<file path="config.mk">
export PLATFORM = sky130hd
export DESIGN_NAME = sampled_value_detect
export DESIGN_NICKNAME = d
export VERILOG_FILES = /design/src/rtl/sampled_value_detect.sv
export SDC_FILE = /design/constraint.sdc
export NUM_CORES = 1
export LEC_CHECK = 0
export ABC_AREA = 1
export CAP_MARGIN = 20
export CORE_MARGIN = 1
export CORE_UTILIZATION = 55
export CTS_CLUSTER_DIAMETER = 30
export DETAILED_ROUTE_END_ITERATION = 8
export HOLD_SLACK_MARGIN = 0.03
export PLACE_DENSITY = 0.82
export SETUP_SLACK_MARGIN = 0.1
export SLEW_MARGIN = 20
export SYNTH_ARGS = -nofsm -noshare
export SYNTH_HDL_FRONTEND = slang
export SYNTH_SLANG_ARGS = --single-unit
export TNS_END_PERCENT = 1
</file>
<file path="constraint.sdc">
create_clock -name clk -period 6.12 [get_ports clk]
set_clock_uncertainty 0.2 [all_clocks]
set_input_delay 0.918 -clock clk [delete_from_list [all_inputs] [get_ports clk]]
set_output_delay 0.918 -clock clk [all_outputs]
set_load 0.1 [all_outputs]
</file>
<file path="src/rtl/sampled_value_detect.sv">
// Multi-channel sampled-value evaluator: compares each channel with its value
// PAST_DEPTH samples earlier (rose/fell/stable/changed) and counts hit cycles.
module sampled_value_detect #(
  parameter int WIDTH      = 8,
  parameter int PAST_DEPTH = 1,
  parameter int CNT_W      = 16
) (
  input  logic             clk,
  input  logic             rst_n,
  input  logic             en,
  input  logic [1:0]       func,
  input  logic [WIDTH-1:0] signal_in,
  input  logic             clr,
  output logic             valid,
  output logic [WIDTH-1:0] match,
  output logic [WIDTH-1:0] fail,
  output logic             match_any,
  output logic [CNT_W-1:0] hits
);

  localparam int WC_W = $clog2(PAST_DEPTH + 2);
  localparam logic [WC_W-1:0] WC_FULL = WC_W'(PAST_DEPTH + 1);

  logic [WIDTH-1:0] hist_reg [0:PAST_DEPTH];
  logic             en_q_reg;
  logic [1:0]       func_q_reg;
  logic [WC_W-1:0]  wcnt_reg;
  logic [CNT_W-1:0] hits_reg;
  logic [WIDTH-1:0] f_vec;
  logic [WIDTH-1:0] cur;
  logic [WIDTH-1:0] past;

  // en/func travel with the sample so a mode change applies to that very sample
  always_ff @(posedge clk) begin
    if (!rst_n) begin
      hist_reg[0] <= '0;
      en_q_reg    <= 1'b0;
      func_q_reg  <= 2'b00;
    end else begin
      hist_reg[0] <= signal_in;
      en_q_reg    <= en;
      func_q_reg  <= func;
    end
  end

  genvar gi;
  generate
    for (gi = 1; gi <= PAST_DEPTH; gi++) begin : g_hist
      always_ff @(posedge clk) begin
        if (!rst_n) hist_reg[gi] <= '0;
        else        hist_reg[gi] <= hist_reg[gi-1];
      end
    end
  endgenerate

  always_ff @(posedge clk) begin
    if (!rst_n)                  wcnt_reg <= '0;
    else if (wcnt_reg != WC_FULL) wcnt_reg <= wcnt_reg + WC_W'(1);
  end

  assign valid = (wcnt_reg == WC_FULL);
  assign cur   = hist_reg[0];
  assign past  = hist_reg[PAST_DEPTH];

  generate
    for (gi = 0; gi < WIDTH; gi++) begin : g_chan
      always_comb begin
        f_vec[gi] = 1'b0;
        case (func_q_reg)
          2'b00:   f_vec[gi] = ~past[gi] &  cur[gi];
          2'b01:   f_vec[gi] =  past[gi] & ~cur[gi];
          2'b10:   f_vec[gi] = ~(past[gi] ^ cur[gi]);
          default: f_vec[gi] =  past[gi] ^ cur[gi];
        endcase
      end
      assign match[gi] =  f_vec[gi] & en_q_reg & valid;
      assign fail[gi]  = ~f_vec[gi] & en_q_reg & valid;
    end
  endgenerate

  assign match_any = |match;

  // clear beats a simultaneous hit; counter parks at all-ones
  always_ff @(posedge clk) begin
    if (!rst_n)
      hits_reg <= '0;
    else if (clr)
      hits_reg <= '0;
    else if (match_any && (hits_reg != {CNT_W{1'b1}}))
      hits_reg <= hits_reg + CNT_W'(1);
  end

  assign hits = hits_reg;

endmodule

</file>
==> results of run 1 <==
## area by class of cell
class	instances	area [um^2]
clock inverter	1	30.0
inverter	65	244
fill	293	973
timing repair buffer	47	470
multi-input combinational	201	1140
sequential	37	741
tap	48	60.1
clock buffer	7	86.3
## power groups by stage
stage | Sequential, uW | Combinational [uW] | Clock, uW
final | 263 | 162 | 219
after global placement | 267 | 159 | 0
after floorplan | 268 | 131 | 0
after detailed placement | 268 | 161 | 0
after CTS | 262 | 162 | 223
after global routing | 264 | 172 | 232
## cell usage after synthesis
cell | number | area, um^2
a21oi_1 | 24 | 120
xor2_1 | 12 | 105
inv_1 | 65 | 244
buf_2 | 1 | 5.00
nor3_4 | 1 | 16.3
xnor2_1 | 1 | 8.76
nor2_1 | 10 | 37.5
nand2_2 | 3 | 18.8
nand3_1 | 45 | 225
o21ai_1 | 8 | 40.0
nand2_1 | 66 | 248
nand2_4 | 1 | 11.3
clkbuf_1 | 3 | 11.3
a21oi_2 | 2 | 17.5
buf_6 | 3 | 33.8
nand4_1 | 1 | 6.26
ha_1 | 18 | 225
buf_8 | 1 | 15.0
nor3_1 | 3 | 15.0
o21ai_0 | 2 | 10.0
nor2_4 | 1 | 11.3
dfxtp_1 | 37 | 741
buf_4 | 2 | 15.0
nor3_2 | 1 | 10.0
nor4_1 | 2 | 12.5
## cell usage in the layout, fill, tap and decap left out, types with 2 or more instances in the layout
| cell type | count |
|---|---|
| a21oi_1 | 24 |
| a21oi_2 | 2 |
| clkbuf_8 | 6 |
| clkdlybuf4s50_1 | 47 |
| dfxtp_1 | 37 |
| ha_1 | 18 |
| inv_1 | 65 |
| nand2_1 | 66 |
| nand2_2 | 3 |
| nand3_1 | 45 |
| nor2_1 | 10 |
| nor3_1 | 3 |
| nor4_1 | 2 |
| o21ai_0 | 2 |
| o21ai_1 | 8 |
| xor2_1 | 12 |
## worst min-delay path: stages (launching register included)
cell,delay [ns]
dfxtp_1,0.33
nand2_1,0.06
inv_1,0.03
## routing by layer
| metal | routed length (um) | up-vias | part of all wire | GRT usage |
|---|---|---|---|---|
| met3 | 256 | 9 | 0.054 | 0.0521 |
| met1 | 2190 | 917 | 0.46 | 0.314 |
| met4 | 83 | 0 | 0.017 | 0.103 |
| met5 | 0 | - | 0 | 0 |
| li1 | - | 1059 | - | - |
| met2 | 2230 | 64 | 0.47 | 0.407 |
## path summary, 6_finish.rpt
| kind | end | from | slack, ns |
|---|---|---|---|
| max | match_any | wcnt_reg[0] | 1.79 |
| min | hist_reg[1][3] | hist_reg[0][3] | 0.25 |
| max reg2reg | hits[15] | func_q_reg[0] | 3.55 |
| min reg2reg | hist_reg[1][3] | hist_reg[0][3] | 0.25 |
## through the flow
stage / utilization / power, uW / worst slack, ns / std cells / cell area (um^2)
floorplan: - / 399 / 1.94 / 313 / 2200
global placement: 0.709 / 426 / 2.25 / 398 / 2650
detailed placement: 0.709 / 429 / 2.16 / 398 / 2650
CTS: 0.740 / 647 / 1.82 / 406 / 2770
global route: 0.740 / 669 / 1.62 / 406 / 2770
finish: 0.740 / 643 / 1.79 / 406 / 2770
## cell families (layout without fill, tap and decap cells)
family	after synthesis	in the layout	synth area share
buffers and inverters	75	120	0.147
xor gates and xnor gates	13	13	0.0517
DFF	37	37	0.336
AOI/OAI and AO/OA	36	36	0.0852
and+or+nand+nor	134	134	0.278
adders and majority gates	18	18	0.102
==> results.sh, run 1 <==
export IMPL_max_freq_mhz=231
export IMPL_p_per_area_nw_per_um2=232
export IMPL_swShare=0.335
export IMPL_drc=0
export IMPL_holdWs_ns=0.247
export IMPL_grt_overflow=0
export IMPL_ys_seq_area_frac=0.336
export IMPL_drive_above_1_share=0.0447
export IMPL_critical_path_max_fanout=20
export IMPL_postRouteAntennaNets=0
export IMPL_leakagePower_uw=0.00130
export IMPL_ys_ff_latch=37
export IMPL_post_cts_buffers=0
export IMPL_comb_power_share=0.251
export IMPL_power_internal_uw=427
export IMPL_dieHeight_um=65.3
export IMPL_hold_depth=2
export IMPL_io_buffers=47
export IMPL_critPathMaxStageDelay_ns=1.21
export IMPL_tns_ns=0
export IMPL_track_usage=0.248
export IMPL_critPathKind="reg -> out"
export IMPL_path_buf_inv=3
export IMPL_die_w_um=65.3
export IMPL_pin_count=48
export IMPL_fin_crit_ns=4.33
export IMPL_grt_pass1_wl_mm=8.16
export IMPL_netlist_area_um2=2200
export IMPL_first_pass_iters=4
export IMPL_pwr_share_seq=0.409
export IMPL_cts_htree_levels=2
export IMPL_status="completed"
export IMPL_critPathTopFamily="buffers and inverters"
export IMPL_synth_cells=313
export IMPL_cts_sinks=37
export IMPL_postCtsResizedCells=0
export IMPL_finalHoldViolCount=0
export IMPL_gp_congestion=0.882
export IMPL_drt_wl_total_mm=4.76
export IMPL_worstSetupEndpointType="output pin"
export IMPL_power_switching_uw=216
export IMPL_slew_viol_final=0
export IMPL_vias=2049
export IMPL_reg2reg_depth=10
export IMPL_detail_route_iter0_violations=148
export IMPL_clock_latency_ns=0.29
export IMPL_ir_drop_mv=0.173
export IMPL_cts_root_buf="clkbuf_8"
export IMPL_diodes=0
export IMPL_die_area_um2=4260
export IMPL_path_clk_slew_ns=0.07
export IMPL_synth_nets=345
export IMPL_holdBufCountCts=0
export IMPL_wl_per_cell_um=11.7
export IMPL_cts_buffers=5
export IMPL_antenna_found_initial=0
export IMPL_grt_pass1_vias=1892
export IMPL_hpwl_mm=3.48
export IMPL_p_clk_frac=0.340
export IMPL_ys_warn_count=0
export IMPL_maxCapViolCount=0
export IMPL_min_path_type="reg -> reg"
export IMPL_cp_arrival_ns=3.21
export IMPL_slew_headroom=0.341
export IMPL_required_ns=5.00
export IMPL_start_util=0.589
export IMPL_cp_cell_sequence="inv_1 > ha_1 > nand2_1 > inv_1 > nand3_1 > nand2_1 > nor2_1 > nand2_2 > clkdlybuf4s50_1"
export IMPL_cp_slowest_cell="clkdlybuf4s50_1"
export IMPL_critPathLaunchType="flip-flop"
export IMPL_nets=389
export IMPL_setup_viol=0
export IMPL_rows=22
export IMPL_coreArea_um2=3740
export IMPL_clockBufferDepth=2
export IMPL_cts_tree="built"
export IMPL_syn_area_per_cell_um2=7.04
export IMPL_viasPerCell=5.05
export IMPL_tightestPinTransition_ns=0.985
export IMPL_cp_depth=9
export IMPL_grt_max_degree=23
export IMPL_ys_types=25
export IMPL_fin_crit_sh=0.707
export IMPL_synthToLayoutAreaGrowth_pct=25.7
export IMPL_rsz0062_at_grt="false"
(Power assumes the default switching activity.)
==> run 2: changes to the inputs <==
--- a/config.mk
+++ b/config.mk
@@ -8,11 +8,11 @@
 export ABC_AREA = 1
 export CAP_MARGIN = 20
 export CORE_MARGIN = 1
-export CORE_UTILIZATION = 55
+export CORE_UTILIZATION = 51
 export CTS_CLUSTER_DIAMETER = 30
 export DETAILED_ROUTE_END_ITERATION = 8
 export HOLD_SLACK_MARGIN = 0.03
-export PLACE_DENSITY = 0.82
+export PLACE_DENSITY = 0.76
 export SETUP_SLACK_MARGIN = 0.1
 export SLEW_MARGIN = 20
 export SYNTH_ARGS = -nofsm -noshare
==> constraint.sdc (replaced) <==
create_clock -name clk -period 4.4 [get_ports clk]
set_clock_uncertainty 0.2 [all_clocks]
set_input_delay 0.66 -clock clk [delete_from_list [all_inputs] [get_ports clk]]
set_output_delay 0.66 -clock clk [all_outputs]
set_load 0.1 [all_outputs]
==> run 2 against run 1 <==
Against the previous run: sequential share of layout area increased by 0.32 points; critical endpoint is now match[0]; cell area decreased by 1.2%; first-iteration DRC count decreased by 10%; worst hold slack improved by 0.0041 ns; clock-buffer cell count decreased by 1; critical path depth decreased by 2; global-route usage decreased by 2.9 points; utilization decreased by 7.0 points; combinational power increased by 37%; sequential power increased by 38%.
==> results.sh, run 2 (same netlist as run 1, synthesis figures left out) <==
export IMPL_status="completed"
export IMPL_coreArea_um2=4090
export IMPL_post_cts_buffers=0
export IMPL_track_usage=0.219
export IMPL_power_internal_uw=535
export IMPL_hp_start="hist_reg[0][4]"
export IMPL_seq_area_um2=741
export IMPL_rows=23
export IMPL_finalHoldViolCount=0
export IMPL_drc=0
export IMPL_critPathLaunchType="flip-flop"
export IMPL_pwr_share_seq=0.434
export IMPL_cts_buffers=5
export IMPL_worstReg2RegStart="wcnt_reg[0]"
export IMPL_swShare=0.363
export IMPL_critPathKind="reg -> out"
export IMPL_drt_wl_total_mm=4.53
export IMPL_hold_depth=2
export IMPL_final_cell_mix="nand2_1, inv_1, nand3_1, clkdlybuf4s50_1, dfxtp_1"
export IMPL_cp_cell_sequence="inv_1 > ha_1 > nand2_1 > inv_1 > nand3_1 > inv_1 > clkdlybuf4s50_1"
export IMPL_min_path_type="reg -> reg"
export IMPL_reg2reg_depth=11
export IMPL_p_per_area_nw_per_um2=307
export IMPL_final_common_cell="nand2_1"
export IMPL_tightestPinTransition_ns=0.991
export IMPL_start_util=0.539
export IMPL_power_switching_uw=305
export IMPL_p_clk_frac=0.302
export IMPL_comb_power_share=0.265
export IMPL_cts_htree_levels=2
export IMPL_cts_sinks=37
export IMPL_detail_route_iter0_violations=133
export IMPL_hold_path_end="hist_reg[1][4]"
export IMPL_gp_congestion=0.875
export IMPL_tns_ns=0
export IMPL_fill_cells=380
export IMPL_grt_pass1_vias=1833
export IMPL_postCtsResizedCells=0
export IMPL_drive_above_1_share=0.0642
export IMPL_cp_arrival_ns=2.68
export IMPL_regToRegEndpoint="hits[7]"
export IMPL_cp_common_cell="inv_1"
export IMPL_clock_latency_ns=0.29
export IMPL_postRouteAntennaNets=0
export IMPL_die_area_um2=4590
export IMPL_antenna_found_initial=0
export IMPL_hpwl_mm=3.36
export IMPL_leakagePower_uw=0.00130
export IMPL_viasPerCell=4.99
export IMPL_cts_tree="built"
export IMPL_fin_crit_sh=0.804
export IMPL_critical_path_max_fanout=9
export IMPL_fin_crit_ns=3.54
export IMPL_max_freq_mhz=283
export IMPL_clockBufferDepth=2
export IMPL_holdBufCountCts=0
export IMPL_diodes=0
export IMPL_nets=389
export IMPL_maxCapViolCount=0
export IMPL_slew_headroom=0.337
export IMPL_critPathTopFamily="buffers and inverters"
export IMPL_pin_count=48
export IMPL_vias=2035
export IMPL_grt_overflow=0
export IMPL_setup_viol=0
export IMPL_multi_input_area_um2=1140
export IMPL_critPathMaxStageDelay_ns=1.14
export IMPL_synthToLayoutAreaGrowth_pct=24.2
export IMPL_first_pass_iters=5
export IMPL_ir_drop_mv=0.275
export IMPL_final_util=0.670
export IMPL_r2r_slack_ns=1.90
export IMPL_path_buf_inv=4
export IMPL_worstSetupEndpointType="output pin"
export IMPL_grt_pass1_wl_mm=7.60
export IMPL_io_buffers=47
export IMPL_grt_max_degree=23
export IMPL_wl_per_cell_um=11.1
export IMPL_dieHeight_um=67.7
export IMPL_die_w_um=67.7
export IMPL_cts_root_buf="clkbuf_8"
export IMPL_rsz0062_at_grt="false"
export IMPL_slew_viol_final=0
export IMPL_cp_slowest_cell="clkdlybuf4s50_1"
export IMPL_required_ns=3.54
export IMPL_path_clk_slew_ns=0.08
[run 2: cell types whose count changed in the layout (fill, tap and decap cells not counted)]
cell / delta
clkinv_2: +1
clkbuf_1: -1
bufinv_16: -1
buf_4: +6
clkinv_4: +1
clkdlybuf4s50_1: -6
[run 2: worst register-to-register path, cell delays in order (launching register included)]
cell	delay, ns
dfxtp_1	0.35
inv_1	0.05
ha_1	0.21
nand2_1	0.27
inv_1	0.22
nand3_1	0.16
nand2_1	0.06
nor2_1	0.14
nand2_2	0.29
nand2_4	0.28
nand2_1	0.07
a21oi_1	0.15
[run 2: metrics by stage]
| stage | instances | cell area, um^2 | hold slack, ns | power [uW] | setup WS (ns) |
|---|---|---|---|---|---|
| 2_1_floorplan | 313 | 2200 | 0.222 | 556 | 0.474 |
| 3_3_place_gp | 400 | 2640 | 0.235 | 592 | 1.23 |
| 3_5_place_dp | 400 | 2640 | 0.241 | 596 | 1.19 |
| 4_1_cts | 408 | 2740 | 0.251 | 845 | 0.879 |
| 5_1_grt | 408 | 2740 | 0.273 | 880 | 0.688 |
| 6_report | 408 | 2740 | 0.251 | 840 | 0.864 |
[run 2: worst max path at each step]
stage / from / cells after the start / slack, ns / endpoint
detailed placement: wcnt_reg[0] / 7 / 1.19 / match[6]
floorplan: wcnt_reg[0] / 4 / 0.47 / fail[0]
global placement: wcnt_reg[0] / 7 / 1.23 / match[6]
CTS: func_q_reg[0] / 5 / 0.88 / fail[7]
finish: wcnt_reg[0] / 7 / 0.86 / match[0]
global route: wcnt_reg[0] / 7 / 0.69 / match[6]
[run 2: power groups by stage]
stage                     sequential (uW)  clock (uW)  combinational (uW)
after floorplan                       373           0                 182
after global placement                371           0                 221
after detailed placement              372           0                 223
after CTS                             364         257                 224
after global routing                  366         275                 239
final                                 364         253                 222
[run 2: metal layers]
metal | track usage | part of all wire
met1 | 0.272 | 0.48
met2 | 0.356 | 0.45
met3 | 0.0422 | 0.049
met4 | 0.112 | 0.015
met5 | 0 | 0
[run 2: area by class of cell]
cell class,instances,area share
clock buffers,6,0.0302
clock inverters,2,0.00503
inverters,65,0.0891
multi-input cells,201,0.416
flip-flops and latches,37,0.271
well taps,50,0.0229
repair buffers,47,0.166
==> run 3: changes to the inputs <==
--- a/config.mk
+++ b/config.mk
@@ -8,11 +8,11 @@
 export ABC_AREA = 1
 export CAP_MARGIN = 20
 export CORE_MARGIN = 1
-export CORE_UTILIZATION = 51
+export CORE_UTILIZATION = 46
 export CTS_CLUSTER_DIAMETER = 30
 export DETAILED_ROUTE_END_ITERATION = 8
 export HOLD_SLACK_MARGIN = 0.03
-export PLACE_DENSITY = 0.76
+export PLACE_DENSITY = 0.72
 export SETUP_SLACK_MARGIN = 0.1
 export SLEW_MARGIN = 20
 export SYNTH_ARGS = -nofsm -noshare
==> constraint.sdc (replaced) <==
create_clock -name clk -period 3.11 [get_ports clk]
set_clock_uncertainty 0.2 [all_clocks]
set_input_delay 0.4665 -clock clk [delete_from_list [all_inputs] [get_ports clk]]
set_output_delay 0.4665 -clock clk [all_outputs]
set_load 0.1 [all_outputs]
==> run 3 against run 2 <==
Against the previous run: the flow now finishes with violations (design-rule violations); cell area is 1.1% higher; total power up 51%; critical endpoint is now match_any; flip-flop and latch count stayed put; critical path type unchanged.
==> results.sh, run 3 (same netlist as run 1, synthesis figures left out) <==
export IMPL_p_per_area_nw_per_um2=457
export IMPL_path_clk_slew_ns=0.07
export IMPL_slew_viol_final=0
export IMPL_required_ns=2.44
export IMPL_slew_headroom=0.625
export IMPL_status="finished, violations left"
export IMPL_placed_area_um2=2660
export IMPL_gp_congestion=0.876
export IMPL_cts_tree="built"
export IMPL_die_w_um=71.2
export IMPL_fin_area_um2=2770
export IMPL_fin_crit_ns=2.66
export IMPL_holdWs_ns=0.247
export IMPL_dieHeight_um=71.2
export IMPL_worstSetupEndpointType="output pin"
export IMPL_postCtsResizedCells=0
export IMPL_die_area_um2=5070
export IMPL_holdBufCountCts=0
export IMPL_report_power_total_uw=1270
export IMPL_leakagePower_uw=0.00139
export IMPL_synthToLayoutAreaGrowth_pct=25.6
export IMPL_drc=3
export IMPL_grt_max_degree=23
export IMPL_first_pass_iters=7
export IMPL_violations="design-rule violations"
export IMPL_cts_root_buf="clkbuf_8"
export IMPL_diodes=0
export IMPL_min_path_type="reg -> reg"
export IMPL_viasPerCell=4.81
export IMPL_maxCapViolCount=0
export IMPL_grt_overflow=0
export IMPL_wl_per_cell_um=11.2
export IMPL_rows=24
export IMPL_start_util=0.492
export IMPL_cts_sinks=37
export IMPL_clockBufferDepth=2
export IMPL_detail_route_iter0_violations=142
export IMPL_cp_arrival_ns=2.00
export IMPL_cts_htree_levels=2
export IMPL_critPathLaunchType="flip-flop"
export IMPL_rsz0062_at_grt="false"
export IMPL_final_cell_mix="nand2_1, inv_1, nand3_1, buf_4, dfxtp_1"
export IMPL_tns_ns=0
export IMPL_hpwl_mm=3.49
export IMPL_tightestPinTransition_ns=0.558
export IMPL_ir_drop_mv=0.511
export IMPL_final_common_cell="nand2_1"
export IMPL_fin_crit_sh=0.856
export IMPL_drt_wl_total_mm=4.66
export IMPL_post_cts_buffers=0
export IMPL_grt_pass1_wl_mm=7.64
export IMPL_clock_latency_ns=0.29
export IMPL_grt_pass1_vias=1703
export IMPL_antenna_found_initial=0
export IMPL_nets=394
export IMPL_setup_viol=0
export IMPL_track_usage=0.191
export IMPL_dp_cells=407
export IMPL_post_layout_nonfiller_instances=415
export IMPL_postRouteAntennaNets=0
export IMPL_coreArea_um2=4470
export IMPL_drive_above_1_share=0.176
export IMPL_pin_count=48
export IMPL_critical_path_max_fanout=9
export IMPL_finalHoldViolCount=0
export IMPL_io_buffers=47
export IMPL_max_freq_mhz=376
export IMPL_critPathKind="reg -> out"
export IMPL_vias=1995
export IMPL_cts_buffers=5
run 3: cell types whose count changed in the layout (fill, tap and decap cells not counted), moves of 8 or more:
cell	delta
a21oi_1	-8
a21oi_2	+8
buf_4	+32
clkdlybuf4s50_1	-28
run 3: per-stage QoR:
| stage | utilization | setup slack [ns] |
|---|---|---|
| floorplan | - | 0.224 |
| detailed placement | 0.594 | 0.764 |
| finish | 0.619 | 0.448 |
| global placement | 0.594 | 0.806 |
| CTS | 0.619 | 0.457 |
| global route | 0.619 | 0.255 |
run 3: worst paths after layout:
kind	from	endpoint	slack [ns]	cells past startpoint
hold reg to reg	hist_reg[0][6]	hist_reg[1][6]	0.25	2
setup / recovery	func_q_reg[1]	match_any	0.45	8
hold / removal	hist_reg[0][6]	hist_reg[1][6]	0.25	2
setup reg to reg	func_q_reg[1]	hits[7]	0.71	11
run 3: per-layer routing:
metal	wire length, um	GRT usage
met5	0	0
met4	27	0.0533
met3	235	0.0436
met2	1960	0.280
met1	2440	0.280
run 3: final cells by class:
class / instances / area [um^2]
Tap cell: 52 / 65.1
Timing Repair Buffer: 52 / 435
Sequential cell: 37 / 741
Multi-Input combinational cell: 201 / 1170
Clock buffer: 6 / 72.6
Clock inverter: 2 / 38.8
Fill cell: 420 / 1710
Inverter: 65 / 244
run 3: worst max-delay path: stages, from the launching register on:
cell and delay, ns:
dfxtp_1 0.55, nand2_1 0.08, inv_1 0.22, nand2_1 0.13, nand3_1 0.13, nand2_1 0.06, nor2_1 0.20, nand2_2 0.14
buf_12 0.19
run 3: power breakdown:
group          switching (uW)  internal (uW)  leakage (uW)
combinational             244           94.3       0.00103
clock                     173            241     0.0000554
sequential               18.0            496      0.000303
